$ cat src/rtl/fetch_queue_stage.sv
// Fetch stage that issues credit-limited requests to a variable-latency
// instruction memory and queues returned words for decode.
module fetch_queue_stage #(
  parameter logic [31:0] RESET_PC  = 32'h0000_0000,
  parameter int          DEPTH     = 4,
  parameter logic [31:0] NOP_INSTR = 32'h0000_0013
) (
  input  logic        clk,
  input  logic        rst_n,
  output logic        imem_req_valid,
  input  logic        imem_req_ready,
  output logic [31:0] imem_req_addr,
  input  logic        imem_rsp_valid,
  input  logic [31:0] imem_rsp_data,
  input  logic        ex_if_take_branch,
  input  logic [31:0] ex_if_branch_target,
  output logic        if_id_valid,
  input  logic        id_if_ready,
  output logic [31:0] if_id_instr_data,
  output logic [31:0] if_id_pc
);
  localparam int AW = $clog2(DEPTH);
  localparam int CW = AW + 1;
  localparam logic [CW:0] LIMIT = (CW+1)'(DEPTH);
  localparam logic [CW-1:0] FULL = CW'(DEPTH);

  typedef struct packed {
    logic [31:0] pc;
    logic [31:0] instr;
  } entry_t;

  entry_t        q [DEPTH];
  logic [AW-1:0] rd_ptr;
  logic [AW-1:0] wr_ptr;
  logic [CW-1:0] count;
  logic [CW-1:0] outstanding;
  logic [CW-1:0] drop_cnt;
  logic [31:0]   fetch_pc;
  logic [31:0]   rsp_pc;
  logic [31:0]   target;
  logic [CW:0]   credit_used;
  logic          flush;
  logic          fire;
  logic          dropping;
  logic          enq;
  logic          deq;

  assign flush       = ex_if_take_branch;
  assign target      = ex_if_branch_target & 32'hFFFF_FFFC;
  assign credit_used = {1'b0, count} + {1'b0, outstanding};

  assign imem_req_valid = rst_n && !flush && (credit_used < LIMIT);
  assign imem_req_addr  = fetch_pc;
  assign fire           = imem_req_valid && imem_req_ready;

  assign dropping = drop_cnt != '0;
  assign enq      = imem_rsp_valid && !dropping && !flush;

  assign if_id_valid      = count != '0;
  assign deq              = if_id_valid && id_if_ready && !flush;
  assign if_id_instr_data = if_id_valid ? q[rd_ptr].instr : NOP_INSTR;
  assign if_id_pc         = if_id_valid ? q[rd_ptr].pc : rsp_pc;

  // outstanding counts every in-flight request, including those
  // already marked for dropping, so a flush never double-counts.
  always_ff @(posedge clk or negedge rst_n) begin
    if (!rst_n) begin
      fetch_pc    <= RESET_PC;
      rsp_pc      <= RESET_PC;
      rd_ptr      <= '0;
      wr_ptr      <= '0;
      count       <= '0;
      outstanding <= '0;
      drop_cnt    <= '0;
    end else begin
      outstanding <= outstanding + CW'(fire)
                   - CW'(imem_rsp_valid);
      if (flush) begin
        fetch_pc <= target;
        rsp_pc   <= target;
        rd_ptr   <= '0;
        wr_ptr   <= '0;
        count    <= '0;
        drop_cnt <= outstanding - CW'(imem_rsp_valid);
      end else begin
        if (fire) fetch_pc <= fetch_pc + 32'd4;
        if (enq) begin
          wr_ptr <= wr_ptr + AW'(1);
          rsp_pc <= rsp_pc + 32'd4;
        end
        if (deq) rd_ptr <= rd_ptr + AW'(1);
        if (enq && !deq) count <= count + CW'(1);
        else if (!enq && deq) count <= count - CW'(1);
        if (imem_rsp_valid && dropping) drop_cnt <= drop_cnt - CW'(1);
      end
    end
  end

  always_ff @(posedge clk) begin
    if (enq) q[wr_ptr] <= '{pc: rsp_pc, instr: imem_rsp_data};
  end

  a_no_overflow: assert property (
    @(posedge clk) disable iff (!rst_n) enq |-> (count != FULL)
  );

endmodule

$ cat config.mk
export PLATFORM = sky130hd
export DESIGN_NAME = fetch_queue_stage
export DESIGN_NICKNAME = d
export VERILOG_FILES = /design/src/rtl/fetch_queue_stage.sv
export SDC_FILE = /design/constraint.sdc
export NUM_CORES = 1
export LEC_CHECK = 0
export BUFFER_PORTS_ARGS = -buffer_cell sky130_fd_sc_hd__buf_2
export CAP_MARGIN = 10
export CORE_UTILIZATION = 50
export DETAILED_ROUTE_END_ITERATION = 10
export PLACE_DENSITY_LB_ADDON = 0.08
export SYNTH_ARGS = -nofsm -noshare
export SYNTH_HDL_FRONTEND = slang
export SYNTH_SLANG_ARGS = --single-unit
$ cat constraint.sdc
create_clock -name clk -period 2.95 [get_ports clk]
set_input_delay 0.1475 -clock clk [delete_from_list [all_inputs] [get_ports clk]]
set_output_delay 0.1475 -clock clk [all_outputs]
set_load 0.1 [all_outputs]
==> results of run 1 <==
-- critical path: cells and delay by family, from the launching register on --
family | cells | cell delay [ns]
buffers and inverters | 2 | 0.67
muxes | 1 | 0.55
DFF | 1 | 0.50
and+or+nand+nor | 2 | 0.18
-- flip-flops by register name, summed over array words and instances (netlist names) --
register	count
rd_ptr	2
rsp_pc	30
drop_cnt	3
count	3
wr_ptr	2
q	248
imem_req_addr	30
outstanding	3
-- synth_stat cells, drive strengths merged, types with 10 or more instances --
cell type  number
ha             14
buf            19
o211ai         12
dfrtp          73
clkbuf         30
nand2         129
mux4           62
inv            25
nor3           15
nor2           24
and3           15
mux2           10
o21ai          45
nand3          24
xnor2          33
edfxtp        248
and2           33
xor2           10
nand4          24
nor4           13
-- power by group through the flow --
stage / Clock, uW / Combinational, uW / Sequential [uW]
floorplan: 0 / 6140 / 5850
global placement: 0 / 8010 / 5570
detailed placement: 0 / 8050 / 5580
CTS: 4740 / 8120 / 5490
global route: 4930 / 8430 / 5530
finish: 4670 / 8040 / 5490
-- layout make-up --
type                       instances  area share
tap                              372      0.0272
multi-input combinational        522       0.251
timing repair buffer             247       0.102
clock inverter                    20      0.0153
clock buffer                      45      0.0575
sequential                       321       0.541
inverter                          25     0.00547
-- metrics by stage --
| step | power, uW | area, sq um | setup TNS, ns |
|---|---|---|---|
| floorplan | 12000 | 13900 | -3.21 |
| global placement | 13600 | 15300 | 0 |
| detailed placement | 13600 | 15300 | 0 |
| CTS | 18400 | 17100 | 0 |
| global route | 18900 | 17100 | 0 |
| finish | 18200 | 17100 | 0 |
-- routing by layer --
metal	vias to the layer above	wire length, um
met3	51	1430
met2	233	15400
met1	4328	13900
met5	-	0
li1	3959	-
met4	0	621
-- path summary, 6_finish.rpt --
path | startpoint | depth (start not counted) | to
min | id_if_ready | 4 | rd_ptr[1]
min reg2reg | rsp_pc[13] | 0 | q[2][45]
max reg2reg | count[1] | 10 | outstanding[2]
max | rd_ptr[0] | 5 | if_id_pc[8]
min in group asynchronous | rst_n | 3 | imem_req_addr[8]
max in group asynchronous | rst_n | 4 | rd_ptr[0]
-- cell families (layout without fill, tap and decap cells) --
group / Yosys count / count (layout)
DFF: 321 / 321
and+or+nand+nor: 295 / 295
AOI/OAI and AO/OA: 91 / 91
buffers and inverters: 75 / 337
muxes: 73 / 73
xor gates and xnor gates: 43 / 43
adders and majority gates: 16 / 16
other: 1 / 4
==> reports/metrics.yaml, run 1 <==
synth_xor_area_frac: 0.0271
slew_headroom: 0.344
syn_to_final_growth_pct: 23.3
h-tree-depth: 2
timing.critical_path.cells: "buf_4 -> mux4_2 -> nand2_1 -> nand2_1 -> buf_2"
synth_edf_count: 248
avgSynthCellArea_sq_um: 15.2
synth_ff_type: "edfxtp_1"
die_w_um: 169
pre_cts_slack_ns: 0.476
p_seq_frac: 0.302
root_buffer: "clkbuf_16"
grt_pass1_vias: 8808
hold_path_class: "in2reg"
worstMarginPinSlew_ns: 0.980
core_sq_um: 27100
ant_nets: 0
fillers: 2057
drt-vias-per-instance: 5.52
synth_top_family_by_area: "simple AND/OR/NAND/NOR gates"
final_cells: 1552
multi_input_area_sq_um: 4300
fin_crit_ns: 2.57
ir_drop_mv: 0.687
dp_cells: 1424
p_sw_uw: 8300
gr-total-overflow: 0
pwr-share-clk: 0.257
numCtsBuffers: 36
endpoint_kind: "output pin"
status: "finished, final reports clean"
dr.pass1.iters: 8
cp_common_cell: "nand2_1"
hold_slack_ns: 0.0267
yosysSeqAreaShare: 0.667
cap_violations: 0
finalHoldViolCount: 0
row_count: 60
crit_arrival_ns: 2.42
r2r_setup_slack_ns: 0.48
layout_commonest_cell: "edfxtp_1"
synth-simple-area-share: 0.115
fmax_mhz: 390
fin_util: 0.633
drc: 0
critPathRequiredTime_ns: 2.80
grt_pass1_wl_um: 50400
setup_violations: 0
clock_latency_ns: 0.52
met3_usage: 0.0341
grtUsageMet2: 0.388
synthMuxAreaShare: 0.109
avgRoutedWirePerCell_um: 20.2
cp_max_fo: 15
fin_crit_sh: 0.870
layout-drive-gt1-share: 0.291
slew_viol_final: 0
synth_compound_area_frac: 0.0403
post-cts-setup-buffer-count: 0
yosys.area_share.adder: 0.0155
drtIter0Drc: 554
p_comb_frac: 0.442
cp-start-kind: "register"
synthArstFlopShare: 0.227
grt.met1_usage: 0.319
rsz0062_at_grt: "false"
start_util: 0.513
internal-power_uw: 9900
globalRouteTotalUtil: 0.231
die_h_um: 169
crit_path_top_delay_cell: "mux4_2"
fin_nets: 1239
grt-busiest-layer: "met2"
yosysUniqueCellTypes: 59
num_antenna_cells: 0
layout.cells.most_common_list: "edfxtp_1 (248), buf_2 (157), nand2_1 (129)"
clockBufferDepth: 3
routed_wl_um: 31400
ys_top_cells_by_area: "edfxtp_1 (54%), dfrtp_1 (13%), mux4_2 (10%), nand2_1 (3.5%), xnor2_1 (2.1%)"
ctsHoldBuffers: 63
post_cts_resize_count: 0
cts_tree: "built"
mappedNetlistArea_sq_um: 13900
grt_antenna_before_repair: 0
io_pins: 168
clk_pin_slew_ns: 0.06
netlist_instances: 915
grt_max_degree: 68
synth.largest_area_cell: "edfxtp_1"
p_sw_frac: 0.456
synth_top_area_share: 0.535
yosysWarnings: 0
skew_ns: 0.0202
cts_sinks: 321
num_vias: 8571
portBuffers: 161
dp_hpwl_um: 18700
seq_area_sq_um: 9280
power.leakage_uw: 0.00635
criticalPathCategory: "reg2out"
die_area_sq_um: 28500
critPathMaxStageDelay_ns: 0.55
power.density_nw_per_um2: 1060
fin_ws_ns: 0.384
gp_congestion: 0.817
ys_ff_latch: 321
Power figures use the tool's default switching activity.
==> inputs of run 2 (changes only) <==
--- a/config.mk
+++ b/config.mk
@@ -7,7 +7,7 @@
 export LEC_CHECK = 0
 export BUFFER_PORTS_ARGS = -buffer_cell sky130_fd_sc_hd__buf_2
 export CAP_MARGIN = 10
-export CORE_UTILIZATION = 50
+export CORE_UTILIZATION = 53
 export DETAILED_ROUTE_END_ITERATION = 10
 export PLACE_DENSITY_LB_ADDON = 0.08
 export SYNTH_ARGS = -nofsm -noshare
==> reports/metrics.yaml, run 2 (synthesized netlist as in run 1, its figures left out) <==
internal-power_uw: 9300  # was 9900 uW
p_sw_uw: 8100  # was 8300 uW
h-tree-depth: 2  # unchanged
cp_max_fo: 16  # was 15
grt_antenna_before_repair: 0  # unchanged
layout-drive-gt1-share: 0.289  # was 0.291
syn_to_final_growth_pct: 21.8  # was 23.3%
largest_reg_flops: 248  # unchanged
p_seq_frac: 0.318  # was 0.302
drt-vias-per-instance: 5.64  # was 5.52
root_buffer: "clkbuf_16"  # unchanged
grt_max_degree: 59  # was 68
slew_viol_final: 0  # unchanged
slew_headroom: 0.350  # was 0.344
setup_violations: 0  # unchanged
fin_crit_sh: 0.913  # was 0.870
dp_hpwl_um: 18900  # was 18,700 um
postLayoutCellArea_sq_um: 16900  # was 17,100 sq um
cap_violations: 0  # unchanged
pwr-share-clk: 0.230  # was 0.257
regMostFlops: "q"  # unchanged
layout.cells.most_common_list: "edfxtp_1 (248), buf_2 (161), nand2_1 (129)"  # was edfxtp_1 (248), buf_2 (157), nand2_1 (129)
grt_pass1_wl_um: 47000  # was 50,400 um
clk_pin_slew_ns: 0.06  # about the same
num_antenna_cells: 0  # unchanged
fmax_mhz: 371  # was 390 MHz
die_area_sq_um: 26900  # was 28,500 sq um
hold_path_class: "in2reg"  # unchanged
skew_ns: 0.0218  # was 0.0202 ns
gr-total-overflow: 0  # unchanged
drtIter0Drc: 652  # was 554
ir_drop_mv: 0.887  # was 0.687 mV
dr.pass1.iters: 6  # was 8
fin_tns_setup_ns: 0  # unchanged
post-cts-setup-buffer-count: 0  # unchanged
globalRouteTotalUtil: 0.230  # was 0.231
avgRoutedWirePerCell_um: 19.5  # was 20.2 um
clockBufferDepth: 3  # unchanged
numCtsBuffers: 35  # was 36
finalHoldViolCount: 0  # unchanged
power.density_nw_per_um2: 1030  # was 1060 nW/um^2
worstMarginPinSlew_ns: 0.971  # was 0.980 ns
cts_sinks: 321  # unchanged
status: "finished, final reports clean"  # unchanged
rsz0062_at_grt: "false"  # unchanged
portBuffers: 161  # unchanged
p_comb_frac: 0.451  # was 0.442
cts_tree: "built"  # unchanged
grt_pass1_vias: 8647  # was 8,808
critPathRequiredTime_ns: 2.80  # about the same
fin_crit_ns: 2.69  # was 2.57 ns
num_vias: 8531  # was 8,571
gp_congestion: 0.889  # was 0.817
routed_wl_um: 29500  # was 31,400 um
layout_commonest_cell: "edfxtp_1"  # unchanged
start_util: 0.546  # was 0.513
cp-start-kind: "register"  # unchanged
die_w_um: 164  # was 169 um
io_pins: 168  # unchanged
placed_area_sq_um: 15300  # about the same
fin_nets: 1249  # was 1,239
ant_nets: 0  # unchanged
die_h_um: 164  # was 169 um
p_sw_frac: 0.465  # was 0.456
endpoint_kind: "output pin"  # unchanged
row_count: 58  # was 60
clock_latency_ns: 0.51  # was 0.52 ns
core_sq_um: 25500  # was 27,100 sq um
power.leakage_uw: 0.00630  # was 0.00635 uW
drc: 0  # unchanged
criticalPathCategory: "reg2out"  # unchanged
crit_arrival_ns: 2.55  # was 2.42 ns
[run 2: cell count changes in the layout (fill, tap and decap cells not counted), moves of 2 or more]
cell        before  now
clkinvlp_4       2    0
clkbuf_8         3    1
clkinv_1         4    6
clkbuf_1         5    7
buf_2          157  161
buf_4           16   25
bufinv_16        6    1
inv_6            2    0
clkinv_2         5    3
[run 2: power by group through the flow]
stage               Sequential [uW]  Combinational (uW)  Clock (uW)
floorplan                      5850                6140           0
global placement               5620                7800           0
detailed placement             5630                7850           0
CTS                            5540                7930        4090
global route                   5590                8240        4270
finish                         5540                7850        4010
[run 2: per-layer routing]
| layer | vias to the layer above | part of all wire | global-route usage |
|---|---|---|---|
| met5 | - | 0 | 0 |
| met1 | 4230 | 0.45 | 0.323 |
| met4 | 0 | 0.014 | 0.0501 |
| met2 | 303 | 0.48 | 0.383 |
| met3 | 34 | 0.055 | 0.0359 |
| li1 | 3964 | - | - |
[run 2: area by class of cell]
cell class | instances | area [sq um]
clock buffer | 45 | 966
clock inverter | 11 | 76.3
fill | 1845 | 8530
inverter | 25 | 93.8
multi-input combinational | 522 | 4300
sequential | 321 | 9280
tap | 330 | 413
timing repair buffer | 258 | 1810
[run 2: critical path: stages, from the launching register on]
cell	delay, ns
dfrtp_4	0.64
buf_12	0.23
buf_4	0.20
mux4_2	0.49
and2_1	0.18
buf_2	0.29
[run 2: final timing paths]
path | cells past startpoint | slack (ns) | endpoint | startpoint
setup / recovery | 5 | 0.26 | if_id_instr_data[3] | rd_ptr[0]
min in group asynchronous | 3 | 0.31 | imem_req_addr[29] | rst_n
setup reg to reg | 10 | 0.50 | outstanding[2] | count[1]
hold / removal | 3 | 0.05 | imem_req_addr[10] | ex_if_branch_target[10]
hold reg to reg | 1 | 0.54 | outstanding[0] | outstanding[0]
max in group asynchronous | 4 | 1.68 | rd_ptr[0] | rst_n
[run 2: timing repair]
action,in CTS,in global routing
setup endpoints to repair,0,0
gates resized for setup,0,0
endpoints found under the hold margin,219,0
hold buffers,62,0
[run 2: through the flow]
stage / total power [uW] / worst slack, ns / cells / hold slack, ns / utilization
6_report: 17400 / 0.256 / 1512 / 0.0539 / 0.665
2_1_floorplan: 12000 / -0.642 / 918 / -0.148 / -
3_5_place_dp: 13500 / 0.499 / 1394 / 0.317 / 0.600
5_1_grt: 18100 / 0.116 / 1512 / 0.0486 / 0.665
4_1_cts: 17600 / 0.193 / 1512 / 0.0361 / 0.665
3_3_place_gp: 13400 / 0.550 / 1394 / 0.316 / 0.600
==> inputs of run 3 (changes only) <==
--- a/config.mk
+++ b/config.mk
@@ -7,6 +7,7 @@
 export LEC_CHECK = 0
 export BUFFER_PORTS_ARGS = -buffer_cell sky130_fd_sc_hd__buf_2
 export CAP_MARGIN = 10
+export CORE_MARGIN = 8
 export CORE_UTILIZATION = 53
 export DETAILED_ROUTE_END_ITERATION = 10
 export PLACE_DENSITY_LB_ADDON = 0.08
==> reports/metrics.yaml, run 3 (synthesized netlist as in run 1, its figures left out) <==
status: "finished, final reports clean"  # unchanged
power.leakage_uw: 0.00630  # about the same
die_w_um: 178  # was 164 um
dr.pass1.iters: 6  # unchanged
clockBufferDepth: 3  # unchanged
cp_common_cell: "nand2_1"
post-cts-setup-buffer-count: 0  # unchanged
criticalPathCategory: "reg2out"  # unchanged
row_count: 59  # was 58
portBuffers: 161  # unchanged
start_util: 0.537  # was 0.546
cts_sinks: 321  # unchanged
slew_headroom: 0.584  # was 0.350
clock_latency_ns: 0.50  # was 0.51 ns
cp_max_fo: 13  # was 16
p_sw_frac: 0.461  # was 0.465
routed_wl_um: 32300  # was 29,500 um
endpoint_kind: "output pin"  # unchanged
hold_path_class: "in2reg"  # unchanged
core_sq_um: 25900  # was 25,500 sq um
syn_to_final_growth_pct: 22.0  # was 21.8%
ctsHoldBuffers: 57  # was 62
grt_pass1_vias: 8829  # was 8,647
fin_ws_ns: 0.257  # was 0.256 ns
ir_drop_mv: 1.15  # was 0.887 mV
grt_antenna_before_repair: 0  # unchanged
critPathRequiredTime_ns: 2.80  # about the same
io_pins: 168  # unchanged
fin_crit_sh: 0.913  # about the same
p_total_uw: 17900  # was 17,400 uW
internal-power_uw: 9620  # was 9300 uW
layout.cells.most_common_list: "edfxtp_1 (248), buf_2 (155), nand2_1 (129)"  # was edfxtp_1 (248), buf_2 (161), nand2_1 (129)
cp-start-kind: "register"  # unchanged
grt.met1_usage: 0.289  # was 0.323
placed_area_sq_um: 15300  # about the same
postLayoutCellArea_sq_um: 17000  # was 16,900 sq um
num_antenna_cells: 0  # unchanged
gr-total-overflow: 0  # unchanged
p_seq_frac: 0.310  # was 0.318
avgRoutedWirePerCell_um: 21.4  # was 19.5 um
grt-busiest-layer: "met2"  # unchanged
drt-vias-per-instance: 5.68  # was 5.64
h-tree-depth: 2  # unchanged
layout-drive-gt1-share: 0.290  # was 0.289
pwr-share-clk: 0.239  # was 0.230
cap_violations: 0  # unchanged
fin_crit_ns: 2.69  # about the same
root_buffer: "clkbuf_16"  # unchanged
layout_commonest_cell: "edfxtp_1"  # unchanged
ant_nets: 0  # unchanged
crit_arrival_ns: 2.55  # about the same
largest_reg_flops: 248  # unchanged
fin_util: 0.655  # was 0.665
hold_slack_ns: 0.0291  # was 0.0539 ns
numCtsBuffers: 35  # unchanged
fin_nets: 1236  # was 1,249
die_area_sq_um: 31700  # was 26,900 sq um
worstMarginPinSlew_ns: 0.624  # was 0.971 ns
skew_ns: 0.0142  # was 0.0218 ns
cts_tree: "built"  # unchanged
post_cts_resize_count: 0  # unchanged
drc: 0  # unchanged
power.density_nw_per_um2: 1050  # was 1030 nW/um^2
p_comb_frac: 0.452  # was 0.451
grt_pass1_wl_um: 50800  # was 47,000 um
grtUsageMet2: 0.343  # was 0.383
crit_path_top_delay_cell: "dfrtp_4"  # unchanged
timing.critical_path.cells: "buf_4 -> mux4_2 -> nand2_1 -> nand2_1 -> buf_2"  # was buf_12 -> buf_4 -> mux4_2 -> and2_1 -> buf_2
gp_congestion: 0.868  # was 0.889
slew_viol_final: 0  # unchanged
met3_usage: 0.0324  # was 0.0359
regMostFlops: "q"  # unchanged
p_sw_uw: 8240  # was 8100 uW
critPathMaxStageDelay_ns: 0.59  # was 0.64 ns
die_h_um: 178  # was 164 um
dp_hpwl_um: 20500  # was 18,900 um
fmax_mhz: 371  # about the same
pre_cts_slack_ns: 0.542  # was 0.499 ns
drtIter0Drc: 595  # was 652
rsz0062_at_grt: "false"  # unchanged
num_vias: 8577  # was 8,531
clk_pin_slew_ns: 0.06  # about the same
globalRouteTotalUtil: 0.209  # was 0.230
grt_max_degree: 58  # was 59
finalHoldViolCount: 0  # unchanged
setup_violations: 0  # unchanged
[run 3: cell count changes in the layout (fill, tap and decap cells not counted)]
| cell | change |
|---|---|
| clkbuf_8 | +4 |
| buf_12 | +2 |
| dlygate4sd3_1 | -5 |
| buf_2 | -6 |
| clkbuf_1 | +2 |
| bufinv_16 | +1 |
| clkinv_2 | +1 |
| clkinvlp_4 | +1 |
| buf_4 | -4 |
| clkinv_1 | -3 |
[run 3: critical path, delay by kind of cell (launching register included)]
kind	cells	cell delay [ns]
buffers and inverters	2	0.66
DFF	1	0.59
muxes	1	0.55
and+or+nand+nor	2	0.21
[run 3: cell type report]
class                      count  area [sq um]
sequential                   321          9280
fill                        1878          8940
multi-input combinational    522          4300
timing repair buffer         245          1740
clock buffer                  51          1030
tap                          335           419
clock inverter                11           108
inverter                      25          93.8
[run 3: per-layer routing]
metal  wire [um]  vias to the layer above  share of wire
met5           0                        -              0
met4         615                        0          0.019
met3        2130                       50          0.066
met2       15800                      305           0.49
met1       13800                     4280           0.43
li1            -                     3942              -
[run 3: metrics by stage]
stage               cells  TNS (ns)
detailed placement   1391         0
finish               1510         0
CTS                  1510         0
global placement     1391         0
floorplan             918     -3.21
global route         1510         0
[run 3: power by group through the flow]
stage	sequential (uW)	clock, uW	combinational (uW)
floorplan	5850	0	6140
global placement	5610	0	8060
detailed placement	5620	0	8090
CTS	5530	4340	8180
global route	5580	4520	8470
finish	5530	4260	8070
[run 3: worst paths after layout]
path                            cells after the start  slack [ns]                     from                end
max in group asynchronous                           4        1.70                    rst_n          rd_ptr[0]
worst min register to register                      0        0.54               rsp_pc[13]           q[3][45]
min in group asynchronous                           3        0.27                    rst_n  imem_req_addr[17]
worst min-delay path                                3        0.03  ex_if_branch_target[31]  imem_req_addr[31]
worst max register to register                     10        0.54                 count[2]     outstanding[2]
worst max-delay path                                5        0.26                rd_ptr[0]        if_id_pc[8]
